===== src/rtl/irq_gateway.sv =====
// -----------------------------------------------------------------------------
// irq_gateway
//
// Interrupt conditioning stage that sits directly in front of the PLIC. Each
// external line passes through a synchronizer, an optional glitch filter, a
// polarity inverter and a level/edge selector. Edge-mode lines are latched in
// EDGER and cleared by software (write-one-to-clear) over AXI4-Lite. irq_out[n]
// drives PLIC source n+1.
//
// Optional feature macro: IRQ_GATEWAY_FILTER_EN
//   When defined, each line gets an 8-bit stability counter after the
//   synchronizer. The line only changes once the synchronized input has
//   differed from the filtered value for FILTER_CYCLES consecutive cycles.
//
// Register map (bits >= NUM_IRQ read 0 and ignore writes):
//   0x00 MODER  RW    1 = edge mode, 0 = level mode
//   0x04 POLR   RW    1 = active-low input
//   0x08 EDGER  W1C   latched edges
//   0x0C RAWR   RO    synchronized, polarity-corrected lines
//
// Ports:
//   ACLK, ARESET       clock, synchronous active-high reset
//   irq_in             raw asynchronous interrupt lines
//   irq_out            conditioned, registered interrupts (active high)
//   AW*/W*/B*          AXI4-Lite write channels (WSTRB ignored, BRESP = OKAY)
//   AR*/R*             AXI4-Lite read channels (RRESP = OKAY)
// -----------------------------------------------------------------------------
module irq_gateway #(
    parameter int NUM_IRQ       = 32,
    parameter int SYNC_STAGES   = 2,
    parameter int FILTER_CYCLES = 4
) (
    input  logic               ACLK,
    input  logic               ARESET,
    input  logic [NUM_IRQ-1:0] irq_in,
    output logic [NUM_IRQ-1:0] irq_out,
    input  logic               AWVALID,
    output logic               AWREADY,
    input  logic [7:0]         AWADDR,
    input  logic               WVALID,
    output logic               WREADY,
    input  logic [31:0]        WDATA,
    input  logic [3:0]         WSTRB,
    output logic               BVALID,
    input  logic               BREADY,
    output logic [1:0]         BRESP,
    input  logic               ARVALID,
    output logic               ARREADY,
    input  logic [7:0]         ARADDR,
    output logic               RVALID,
    input  logic               RREADY,
    output logic [31:0]        RDATA,
    output logic [1:0]         RRESP
);

    localparam logic [7:0] ADDR_MODER = 8'h00;
    localparam logic [7:0] ADDR_POLR  = 8'h04;
    localparam logic [7:0] ADDR_EDGER = 8'h08;
    localparam logic [7:0] ADDR_RAWR  = 8'h0C;

    typedef enum logic [1:0] {W_IDLE, W_DATA, W_RESP} wr_state_t;
    typedef enum logic       {R_IDLE, R_DATA}         rd_state_t;

    // -------------------------------------------------------------------------
    // State
    // -------------------------------------------------------------------------
    logic [NUM_IRQ-1:0] sync_q [SYNC_STAGES];
    logic [NUM_IRQ-1:0] prev_q;
    logic [NUM_IRQ-1:0] moder_q;
    logic [NUM_IRQ-1:0] polr_q;
    logic [NUM_IRQ-1:0] edger_q;
    logic [7:0]         awaddr_q;
    logic [31:0]        rdata_q;

    wr_state_t wr_state, wr_next;
    rd_state_t rd_state, rd_next;

    logic aw_fire;
    logic w_fire;
    logic ar_fire;

    logic [NUM_IRQ-1:0] sync_out;
    logic [NUM_IRQ-1:0] cond;
    logic [NUM_IRQ-1:0] s;
    logic [NUM_IRQ-1:0] rise;
    logic [NUM_IRQ-1:0] clear_mask;
    logic [NUM_IRQ-1:0] edger_next;
    logic [31:0]        rd_word;

    // WSTRB is ignored (full-word writes only); upper WDATA bits are unused
    // when NUM_IRQ < 32.
    logic unused_ok;
    assign unused_ok = ^{WSTRB, WDATA, 8'(FILTER_CYCLES)};

    assign sync_out = sync_q[SYNC_STAGES-1];

    // -------------------------------------------------------------------------
    // Optional glitch filter
    // -------------------------------------------------------------------------
`ifdef IRQ_GATEWAY_FILTER_EN
    localparam logic [7:0] FILT_LAST = 8'(FILTER_CYCLES - 1);

    logic [7:0]         filt_cnt [NUM_IRQ];
    logic [NUM_IRQ-1:0] filt_q;

    always_ff @(posedge ACLK) begin
        if (ARESET) begin
            filt_q <= '0;
            for (int n = 0; n < NUM_IRQ; n++) filt_cnt[n] <= 8'd0;
        end else begin
            for (int n = 0; n < NUM_IRQ; n++) begin
                if (sync_out[n] != filt_q[n]) begin
                    // The FILTER_CYCLES-th consecutive differing cycle commits.
                    if (filt_cnt[n] == FILT_LAST) begin
                        filt_q[n]   <= sync_out[n];
                        filt_cnt[n] <= 8'd0;
                    end else begin
                        filt_cnt[n] <= filt_cnt[n] + 8'd1;
                    end
                end else begin
                    filt_cnt[n] <= 8'd0;
                end
            end
        end
    end

    assign cond = filt_q;
`else
    assign cond = sync_out;
`endif

    // -------------------------------------------------------------------------
    // Per-line datapath
    // -------------------------------------------------------------------------
    assign s          = cond ^ polr_q;
    assign rise       = s & ~prev_q;
    assign clear_mask = (w_fire && awaddr_q == ADDR_EDGER) ? WDATA[NUM_IRQ-1:0] : '0;
    // Clear is applied before the new rise is OR'd in, so a coincident edge wins.
    assign edger_next = (edger_q & ~clear_mask) | (rise & moder_q);

    // NOTE: sequential state uses non-blocking assignments so every flop
    // samples the pre-edge value of its neighbours (the sync chain depends on it).
    always_ff @(posedge ACLK) begin
        if (ARESET) begin
            for (int i = 0; i < SYNC_STAGES; i++) sync_q[i] <= '0;
            prev_q   <= '0;
            moder_q  <= '0;
            polr_q   <= '0;
            edger_q  <= '0;
            irq_out  <= '0;
            awaddr_q <= 8'h00;
        end else begin
            sync_q[0] <= irq_in;
            for (int i = 1; i < SYNC_STAGES; i++) sync_q[i] <= sync_q[i-1];
            prev_q  <= s;
            edger_q <= edger_next;
            // Mode select uses the MODER value in force before any write this cycle.
            irq_out <= (moder_q & edger_next) | (~moder_q & s);

            if (aw_fire) awaddr_q <= AWADDR;

            if (w_fire) begin
                case (awaddr_q)
                    ADDR_MODER: moder_q <= WDATA[NUM_IRQ-1:0];
                    ADDR_POLR:  polr_q  <= WDATA[NUM_IRQ-1:0];
                    default:    ;
                endcase
            end
        end
    end

    // -------------------------------------------------------------------------
    // Write channel FSM
    // -------------------------------------------------------------------------
    always_ff @(posedge ACLK) begin
        if (ARESET) wr_state <= W_IDLE;
        else        wr_state <= wr_next;
    end

    // NOTE: every output of a combinational block gets a default first, so no
    // path through the case statement can leave a value held (no latches).
    always_comb begin
        wr_next = wr_state;
        AWREADY = 1'b0;
        WREADY  = 1'b0;
        BVALID  = 1'b0;
        aw_fire = 1'b0;
        w_fire  = 1'b0;
        case (wr_state)
            W_IDLE: begin
                AWREADY = 1'b1;
                if (AWVALID) begin
                    aw_fire = 1'b1;
                    wr_next = W_DATA;
                end
            end
            W_DATA: begin
                WREADY = 1'b1;
                if (WVALID) begin
                    w_fire  = 1'b1;
                    wr_next = W_RESP;
                end
            end
            W_RESP: begin
                BVALID = 1'b1;
                if (BREADY) wr_next = W_IDLE;
            end
            default: wr_next = W_IDLE;
        endcase
        // Handshakes are suppressed while reset is asserted, so an in-flight
        // response disappears immediately rather than one edge later.
        if (ARESET) begin
            AWREADY = 1'b0;
            WREADY  = 1'b0;
            BVALID  = 1'b0;
            aw_fire = 1'b0;
            w_fire  = 1'b0;
        end
    end

    assign BRESP = 2'b00;

    // -------------------------------------------------------------------------
    // Read channel FSM
    // -------------------------------------------------------------------------
    always_comb begin
        rd_word = '0;
        case (ARADDR)
            ADDR_MODER: rd_word[NUM_IRQ-1:0] = moder_q;
            ADDR_POLR:  rd_word[NUM_IRQ-1:0] = polr_q;
            ADDR_EDGER: rd_word[NUM_IRQ-1:0] = edger_q;
            ADDR_RAWR:  rd_word[NUM_IRQ-1:0] = s;
            default:    rd_word = '0;
        endcase
    end

    always_ff @(posedge ACLK) begin
        if (ARESET) begin
            rd_state <= R_IDLE;
            rdata_q  <= '0;
        end else begin
            rd_state <= rd_next;
            // EDGER is sampled before a coincident W1C takes effect.
            if (ar_fire) rdata_q <= rd_word;
        end
    end

    always_comb begin
        rd_next = rd_state;
        ARREADY = 1'b0;
        RVALID  = 1'b0;
        ar_fire = 1'b0;
        case (rd_state)
            R_IDLE: begin
                ARREADY = 1'b1;
                if (ARVALID) begin
                    ar_fire = 1'b1;
                    rd_next = R_DATA;
                end
            end
            R_DATA: begin
                RVALID = 1'b1;
                if (RREADY) rd_next = R_IDLE;
            end
            default: rd_next = R_IDLE;
        endcase
        if (ARESET) begin
            ARREADY = 1'b0;
            RVALID  = 1'b0;
            ar_fire = 1'b0;
        end
    end

    assign RDATA = rdata_q;
    assign RRESP = 2'b00;

endmodule


===== config.mk =====
export PLATFORM = sky130hd
export DESIGN_NAME = irq_gateway
export DESIGN_NICKNAME = d
export VERILOG_FILES = /design/src/rtl/irq_gateway.sv
export SDC_FILE = /design/constraint.sdc
export NUM_CORES = 1
export LEC_CHECK = 0
export CAP_MARGIN = 0
export CORE_ASPECT_RATIO = 1.2
export CORE_MARGIN = 4
export CORE_UTILIZATION = 40
export DETAILED_ROUTE_END_ITERATION = 8
export GPL_TIMING_DRIVEN = 0
export PLACE_DENSITY = 0.74
export REMOVE_ABC_BUFFERS = 1
export SYNTH_ARGS = -nofsm -noshare
export SYNTH_HDL_FRONTEND = slang
export SYNTH_SLANG_ARGS = --single-unit

===== constraint.sdc =====
create_clock -name ACLK -period 2.56 [get_ports ACLK]
set_clock_uncertainty 0.05 [all_clocks]
set_input_delay 0.384 -clock ACLK [delete_from_list [all_inputs] [get_ports ACLK]]
set_output_delay 0.384 -clock ACLK [all_outputs]
set_load 0.02 [all_outputs]

* After elaboration in Yosys (flattened, before gate mapping)
Memories as Yosys holds them, arrays and structs flattened.
Index checks and enable logic that the tools add are counted.
** Word-level totals
- Register bits :: 203
- Bits in latches :: 0
- RAM bits :: 64
- Memory bits (read-only) :: 0
- Memories :: 1
** Memories
- sync_q :: words 2, bits a word 32, rd ports 2, clocked after Yosys merged registers in 0, write ports 2, RTL line 67 : logic [NUM_IRQ-1:0] sync_q [SYNC_STAGES];
** Operators by class
- Add/sub/neg operators :: 0
- $mul :: 0
- Divide/modulo/power cells :: 0
- $lt $le $gt $ge :: 0
- Eq/ne operators :: 10
- Shift operators :: 0
- Mux-type cells :: 32
- Bitwise logic cells :: 14
- Reduce and logical (&&, ||, !) cells :: 7
** Operators by type and width (count)
- AND 32 bit :: 5
- case mux 32 bit (4 select lines) :: 1
- 2-to-1 mux 32 bit :: 3
- inverter 32 bit :: 3
- OR 32 bit :: 2
- bitwise XOR 32 bit :: 1
- == test 8 x 4 -> 1 bit, second input constant :: 3
- 2-to-1 mux 1 bit :: 23
- == test 8 x 3 -> 1 bit, second input constant :: 2
- zero test 8 bit :: 2
- 2-to-1 mux 2 bit :: 3
- != test 2 bit, second input constant :: 3
- case mux 2 bit (3 select lines) :: 1
- AND reduction 2 bit :: 2
- AND reduction 3 bit :: 1
- == test 2 x 1 -> 1 bit, second input constant :: 1
- == test 2 bit, second input constant :: 1
- zero test 2 bit :: 1
- OR 1 bit :: 2
- case mux 1 bit (2 select lines) :: 1
- logical AND 1 bit :: 1
- inverter 1 bit :: 1

* Longest topological paths before layout
Gate-level depths: netlist of the first run.
- Depth in word-level cells :: 10
- Depth in mapped cells :: 7

* Worst setup path before layout of the first run
OpenSTA, ideal clock, no wires.
- Kind :: input to register
- From :: input WVALID
- To :: register polr_q[10]
- Setup time :: 0.120 ns
- Data arrival time :: 1.854 ns
- Slack :: 0.536 ns
- Cell stages on the path :: 6
- Cells stage by stage :: or4b_1 -> buf_2 -> or4_4 -> buf_6 -> buf_6 -> mux2i_1
** Between the ends
- Cells in the longest elaborated chain, start to end :: 4
** RTL lines
- from (decl) :: RTL line 40 : input logic WVALID,
- 2-to-1 mux 1 bit :: RTL line 199 : if (WVALID) begin
- 2-to-1 mux 1 bit :: RTL line 189 : case (wr_state)
- 2-to-1 mux 1 bit :: RTL line 212 : if (ARESET) begin
- AND reduction 2 bit (no source line)
- to (signal assigned) :: RTL line 165 : ADDR_POLR: polr_q <= WDATA[NUM_IRQ-1:0];
- to (decl) :: RTL line 70 : logic [NUM_IRQ-1:0] polr_q;
Every way passes these cells.
A chain may end at the register's enable or synchronous reset.

* Worst setup path after layout of the first run
- From :: register wr_state[0]
- To :: register polr_q[8]
** Between the ends
- Cells in the longest elaborated chain, start to end :: 4
** RTL lines
- from (decl) :: RTL line 75 : wr_state_t wr_state, wr_next;
- from (signal assigned) :: RTL line 177 : else wr_state <= wr_next;
- == test 2 x 1 -> 1 bit :: RTL line 189
- 2-to-1 mux 1 bit :: RTL line 189
- 2-to-1 mux 1 bit :: RTL line 212
- AND reduction 2 bit (no source line)
Every way passes these cells.

==> results of run 1 <==
path summary, 6_finish.rpt:
kind                                    from             to  cells after the start
worst max-delay path             wr_state[0]      polr_q[8]                      5
worst min-delay path                  ARESET   sync_q[0][1]                      2
worst max register to register   wr_state[0]      polr_q[8]                      5
worst min register to register  sync_q[0][2]  sync_q[0][34]                      1
worst max-delay path: cells and delay by family, from the launching register on:
kind	cells	cell delay, ns
muxes	1	0.20
DFF	1	0.40
and+or+nand+nor	2	1.23
buffers and inverters	2	0.36
synthesized netlist by cell type, drive strengths merged (8+ instances only):
master | count | area share
dfxtp | 267 | 0.47
o21ai | 8 | 0.0035
nand3b | 65 | 0.043
mux2i | 65 | 0.057
and2 | 32 | 0.018
nand4 | 32 | 0.018
clkbuf | 65 | 0.021
nor4 | 32 | 0.018
mux2 | 32 | 0.032
nor2b | 96 | 0.053
xnor2 | 32 | 0.025
nand2 | 41 | 0.014
buf | 24 | 0.013
nor2 | 37 | 0.012
o2bb2ai | 96 | 0.074
o221ai | 32 | 0.025
nand2b | 169 | 0.093
sequential cells by signal, summed over array words and instances (netlist names):
name      flops
sync_q       64
rd_state      1
moder_q      32
polr_q       32
edger_q      32
irq_out      32
RDATA        32
prev_q       32
wr_state      2
awaddr_q      8
power by group:
| group | internal, µW | switching [µW] | leakage, µW | total [µW] |
|---|---|---|---|---|
| Combinational | 394 | 409 | 0.00248 | 803 |
| Clock | 2290 | 1720 | 0.000452 | 4010 |
| Sequential | 4250 | 78.2 | 0.00217 | 4330 |
| Total | 6930 | 2210 | 0.00510 | 9140 |
what timing repair did:
action | in CTS | in global routing
cloned | 2 | 1
endpoints found under the setup margin | 65 | 8
pin swaps | 2 | 0
resized for setup | 4 | 2
setup buffers | 5 | 0
layer usage:
layer | up-vias | GRT usage | share of wire
met1 | 4177 | 0.235 | 0.45
li1 | 4247 | - | -
met2 | 198 | 0.315 | 0.48
met4 | 0 | 0.0488 | 0.018
met5 | - | 0 | 0
met3 | 38 | 0.0237 | 0.048
per-stage QoR:
stage | utilization | cell area (µm²) | power, µW
global placement | 0.465 | 13000 | 5170
CTS | 0.510 | 14300 | 9240
global route | 0.511 | 14300 | 9480
detailed placement | 0.475 | 13300 | 5190
floorplan | - | 11000 | 4720
finish | 0.512 | 14300 | 9140
cell type report:
cell class | count | area [µm²]
Sequential cell | 267 | 5350
Clock buffer | 36 | 792
Inverter | 3 | 11.3
Tap cell | 379 | 474
Multi-Input combinational cell | 789 | 5670
Clock inverter | 16 | 116
Fill cell | 2542 | 13700
Timing Repair Buffer | 175 | 1900
Antenna cell | 1 | 2.50
kinds of logic (layout without fill, tap and decap cells):
kind of cell / Yosys count / after routing / synth area share
AO/OA/AOI/OAI: 139 / 139 / 0.104
other: 1 / 5 / 0.000330
flip-flops: 267 / 267 / 0.470
buffers and inverters: 92 / 230 / 0.0352
AND/OR/NAND/NOR: 516 / 517 / 0.277
XOR/XNOR: 32 / 32 / 0.0247
multiplexers: 97 / 97 / 0.0890
==> results.toml, run 1 <==
[status]
status = "finished, final reports clean"

[global_routing]
grt_usage = 0.180
grt_pass1_vias = 8553
grt_pass1_wl_mm = 45.5
grt_max_degree = 113
grt_antenna_before_repair = 0
overflow = 0

[min_path]
hold_path_class = "in -> reg"

[placement]
post-place-ws_ns = -1.17
port_buffers = 155
place_inst = 1605
gp_congestion = 0.707
dp_hpwl_mm = 17.3

[cells_and_area]
final_cell_mix = "dfxtp_1 (264), nand2b_1 (169), clkdlybuf4s50_1 (151)"
drive_above_1_share = 0.0902
nets = 1355
layout_commonest_cell = "dfxtp_1"
syn_to_final_growth_pct = 26.1
finalNonFillerCells = 1666

[drt]
detail-route-antenna-nets = 0
wl_mm = 29.3
dr.pass1.iters = 5
wl_per_cell_um = 17.6
vias = 8660
drc_errors = 0
viasPerCell = 5.20
first_iter_violations = 364

[floorplan]
row_count = 67
dieArea_um2 = 31200
fp.dieH_um = 193
core_area_um2 = 28000
initial_core_util = 0.406
pin_count = 164
die_w_um = 162

[clocking]
cts_hold_buf = 0
cts-root-buf = "clkbuf_16"
worst_skew_pair.late_latency_ns = 0.54
clk_pin_slew_ns = 0.06
cts.sink_count = 267
cts_buffer_depth = 3
htree_levels = 1
numCtsBuffers = 28
cts_tree = "yes"

[worst_setup_path]
crit_path_end_kind = "flop"
reg2reg_slack_ns = 0.17
critPathKind = "reg -> reg"
crit_slowest_cell = "or4_4"
critPathArrivalTime_ns = 2.74
crit_chain = "or3b_4, buf_4, buf_12, or4_4, mux2i_1"
cp_max_fo = 22
startpoint_type = "flop"
slowest_delay_ns = 0.78
required_ns = 2.92

[pwr]
p_per_area_nw_per_um2 = 638
vdd_drop_max_mv = 0.446
power_leakage_uw = 0.00510

[synthesis]
synthArstFlopShare = 0
synth_seq_cells = 267
synth_edf_count = 0
synthFlopType = "dfxtp_1"
ys_warn_count = 0
yosysSeqAreaShare = 0.470
netlist_area_um2 = 11400
yosys.cell_types.count = 33
synthCells = 1144
avgSynthCellArea_um2 = 9.93

[sta]
final_max_slew_viol_count = 0
period_minus_slack_ns = 2.39
max_freq_mhz = 419
whs_ns = 0.218
setup_violations = 0
rsz0062_at_grt = "false"
relSlewSlack = 0.419
setup_tns_ns = 0
fin_ws_ns = 0.173
fin_crit_sh = 0.932
finalHoldViolCount = 0
worst_pin_slew_ns = 0.872

[job]
cap_violations = 0
(Power assumes the default switching activity.)
==> run 2, diff against run 1 <==
Settings changed: CTS_BUF_LIST set to sky130_fd_sc_hd__clkbuf_4.
==> run 2 against run 1 <==
Net effect:
- largest power group unchanged
- total power decreased by 6.1%
- via count increased by 2.3%
- first-iteration DRC count down 3.6%
==> results.toml, run 2 (synthesis gave the netlist of run 1 again) <==
[floorplan]
pin_count = 164
core_area_um2 = 28000
dieArea_um2 = 31200
initial_core_util = 0.406
die_w_um = 162
row_count = 67
fp.dieH_um = 193

[pwr]
vdd_drop_max_mv = 0.352
pwr-share-clk = 0.404
power_leakage_uw = 0.00512
swShare = 0.247
intPower_uw = 6470
combPwrFrac = 0.092
p_per_area_nw_per_um2 = 606
p_sw_uw = 2120
seq_power_share = 0.504

[global_routing]
grt_max_degree = 165
overflow = 0
grt_antenna_before_repair = 1
grt_pass1_vias = 8819
grt_usage = 0.180
grt_pass1_wl_mm = 45.1

[drt]
vias = 8862
first_iter_violations = 351
viasPerCell = 5.14
wl_mm = 28.6
drc_errors = 0
detail-route-antenna-nets = 0
dr.pass1.iters = 5
wl_per_cell_um = 16.6

[status]
status = "finished, final reports clean"

[clocking]
cts.sink_count = 267
cts_buffer_depth = 3
htree_levels = 3
worst_skew_pair.late_latency_ns = 0.65
clk_pin_slew_ns = 0.06
cts-root-buf = "clkbuf_4"
cts_hold_buf = 0
numCtsBuffers = 71
cts_tree = "yes"

[cells_and_area]
multi_input_area_um2 = 5670
nFillCells = 2592
largest_reg_flops = 64
syn_to_final_growth_pct = 24.8
max_flop_register = "sync_q"
final_cell_mix = "dfxtp_1 (264), nand2b_1 (169), clkdlybuf4s50_1 (150)"
regArea_um2 = 5350
finalNonFillerCells = 1723
drive_above_1_share = 0.126
layout_commonest_cell = "dfxtp_1"
nets = 1396

[sta]
rsz0062_at_grt = "false"
relSlewSlack = 0.450
setup_violations = 0
final_max_slew_viol_count = 0
finalHoldViolCount = 0
worst_pin_slew_ns = 0.825
fin_crit_sh = 0.925
max_freq_mhz = 422
fin_ws_ns = 0.193
period_minus_slack_ns = 2.37

[worst_setup_path]
critPathKind = "reg -> reg"
crit_end = "polr_q[19]"
cp_max_fo = 22
required_ns = 2.99
critPathArrivalTime_ns = 2.80
r2r_cells = 5
startpoint_type = "flop"
r2r-start = "wr_state[0]"
crit_path_end_kind = "flop"
reg2reg_slack_ns = 0.19
r2r-end = "polr_q[19]"
startpoint = "wr_state[0]"

[placement]
port_buffers = 155
dp_hpwl_mm = 17.3
gp_congestion = 0.707
post-place-ws_ns = -1.17
place_inst = 1605

[job]
cap_violations = 0

[min_path]
hold_path_class = "in -> reg"
run 2: cell types whose count changed in the layout (fill, tap and decap cells not counted):
cell / change
clkinv_1: +6
inv_6: -1
diode_2: +1
dlygate4sd2_1: +1
clkbuf_1: -3
bufbuf_16: -1
clkdlybuf4s50_1: -1
buf_4: -1
clkbuf_4: +104
clkinvlp_4: -3
clkbuf_8: -4
bufinv_16: -1
clkbuf_16: -29
clkinv_2: -11
run 2: stage by stage:
stage / hold WS [ns] / total power (µW) / TNS, ns / area [µm²] / util
global placement: 0.368 / 5170 / -1802.25 / 13000 / 0.465
global route: 0.109 / 9040 / 0 / 14200 / 0.506
floorplan: 0.364 / 4720 / -23.49 / 11000 / -
CTS: 0.0662 / 8730 / 0 / 14100 / 0.505
finish: 0.129 / 8590 / 0 / 14200 / 0.506
detailed placement: 0.370 / 5190 / -68.38 / 13300 / 0.475
run 2: cell type report:
class,instances,share of cell area
multi-input cells,789,0.400
clock buffers,104,0.0551
inverters,3,0.000794
repair buffers,173,0.131
diodes,2,0.000353
flip-flops and latches,267,0.377
clock inverters,6,0.00159
well taps,379,0.0334
run 2: worst min-delay path by stage:
| stage | startpoint | to | slack, ns | cells past startpoint |
|---|---|---|---|---|
| detailed placement | sync_q[0][2] | sync_q[0][34] | 0.37 | 1 |
| floorplan | sync_q[0][0] | sync_q[0][32] | 0.36 | 1 |
| global route | ARESET | sync_q[0][1] | 0.11 | 2 |
| finish | ARESET | sync_q[0][1] | 0.13 | 2 |
| global placement | sync_q[0][17] | sync_q[0][49] | 0.37 | 1 |
| CTS | ARESET | sync_q[0][33] | 0.07 | 2 |
run 2: layer usage:
layer | wire length, µm | share of wire | vias up | GRT usage
met5 | 0 | 0 | - | 0
met2 | 14000 | 0.49 | 218 | 0.304
li1 | - | - | 4363 | -
met1 | 12700 | 0.44 | 4239 | 0.225
met4 | 466 | 0.016 | 0 | 0.0696
met3 | 1490 | 0.052 | 42 | 0.0417
run 2: what timing repair did:
item	in CTS	in global routing
endpoints found under the setup margin	65	10
resized for setup	5	2
endpoints found under the hold margin	0	0
pin swaps	2	0
buffers inserted	4	0
gates cloned	1	1
run 2: power groups by stage:
stage	sequential [µW]	clock, µW	combinational [µW]
floorplan	4410	0	306
global placement	4430	0	739
detailed placement	4420	0	772
CTS	4330	3620	784
global route	4340	3860	846
finish	4330	3470	788
run 2: worst max-delay path, stage by stage (launching register included):
cell	delay [ns]
dfxtp_2	0.40
or3b_4	0.45
buf_4	0.16
buf_12	0.16
or4_4	0.76
mux2i_1	0.19
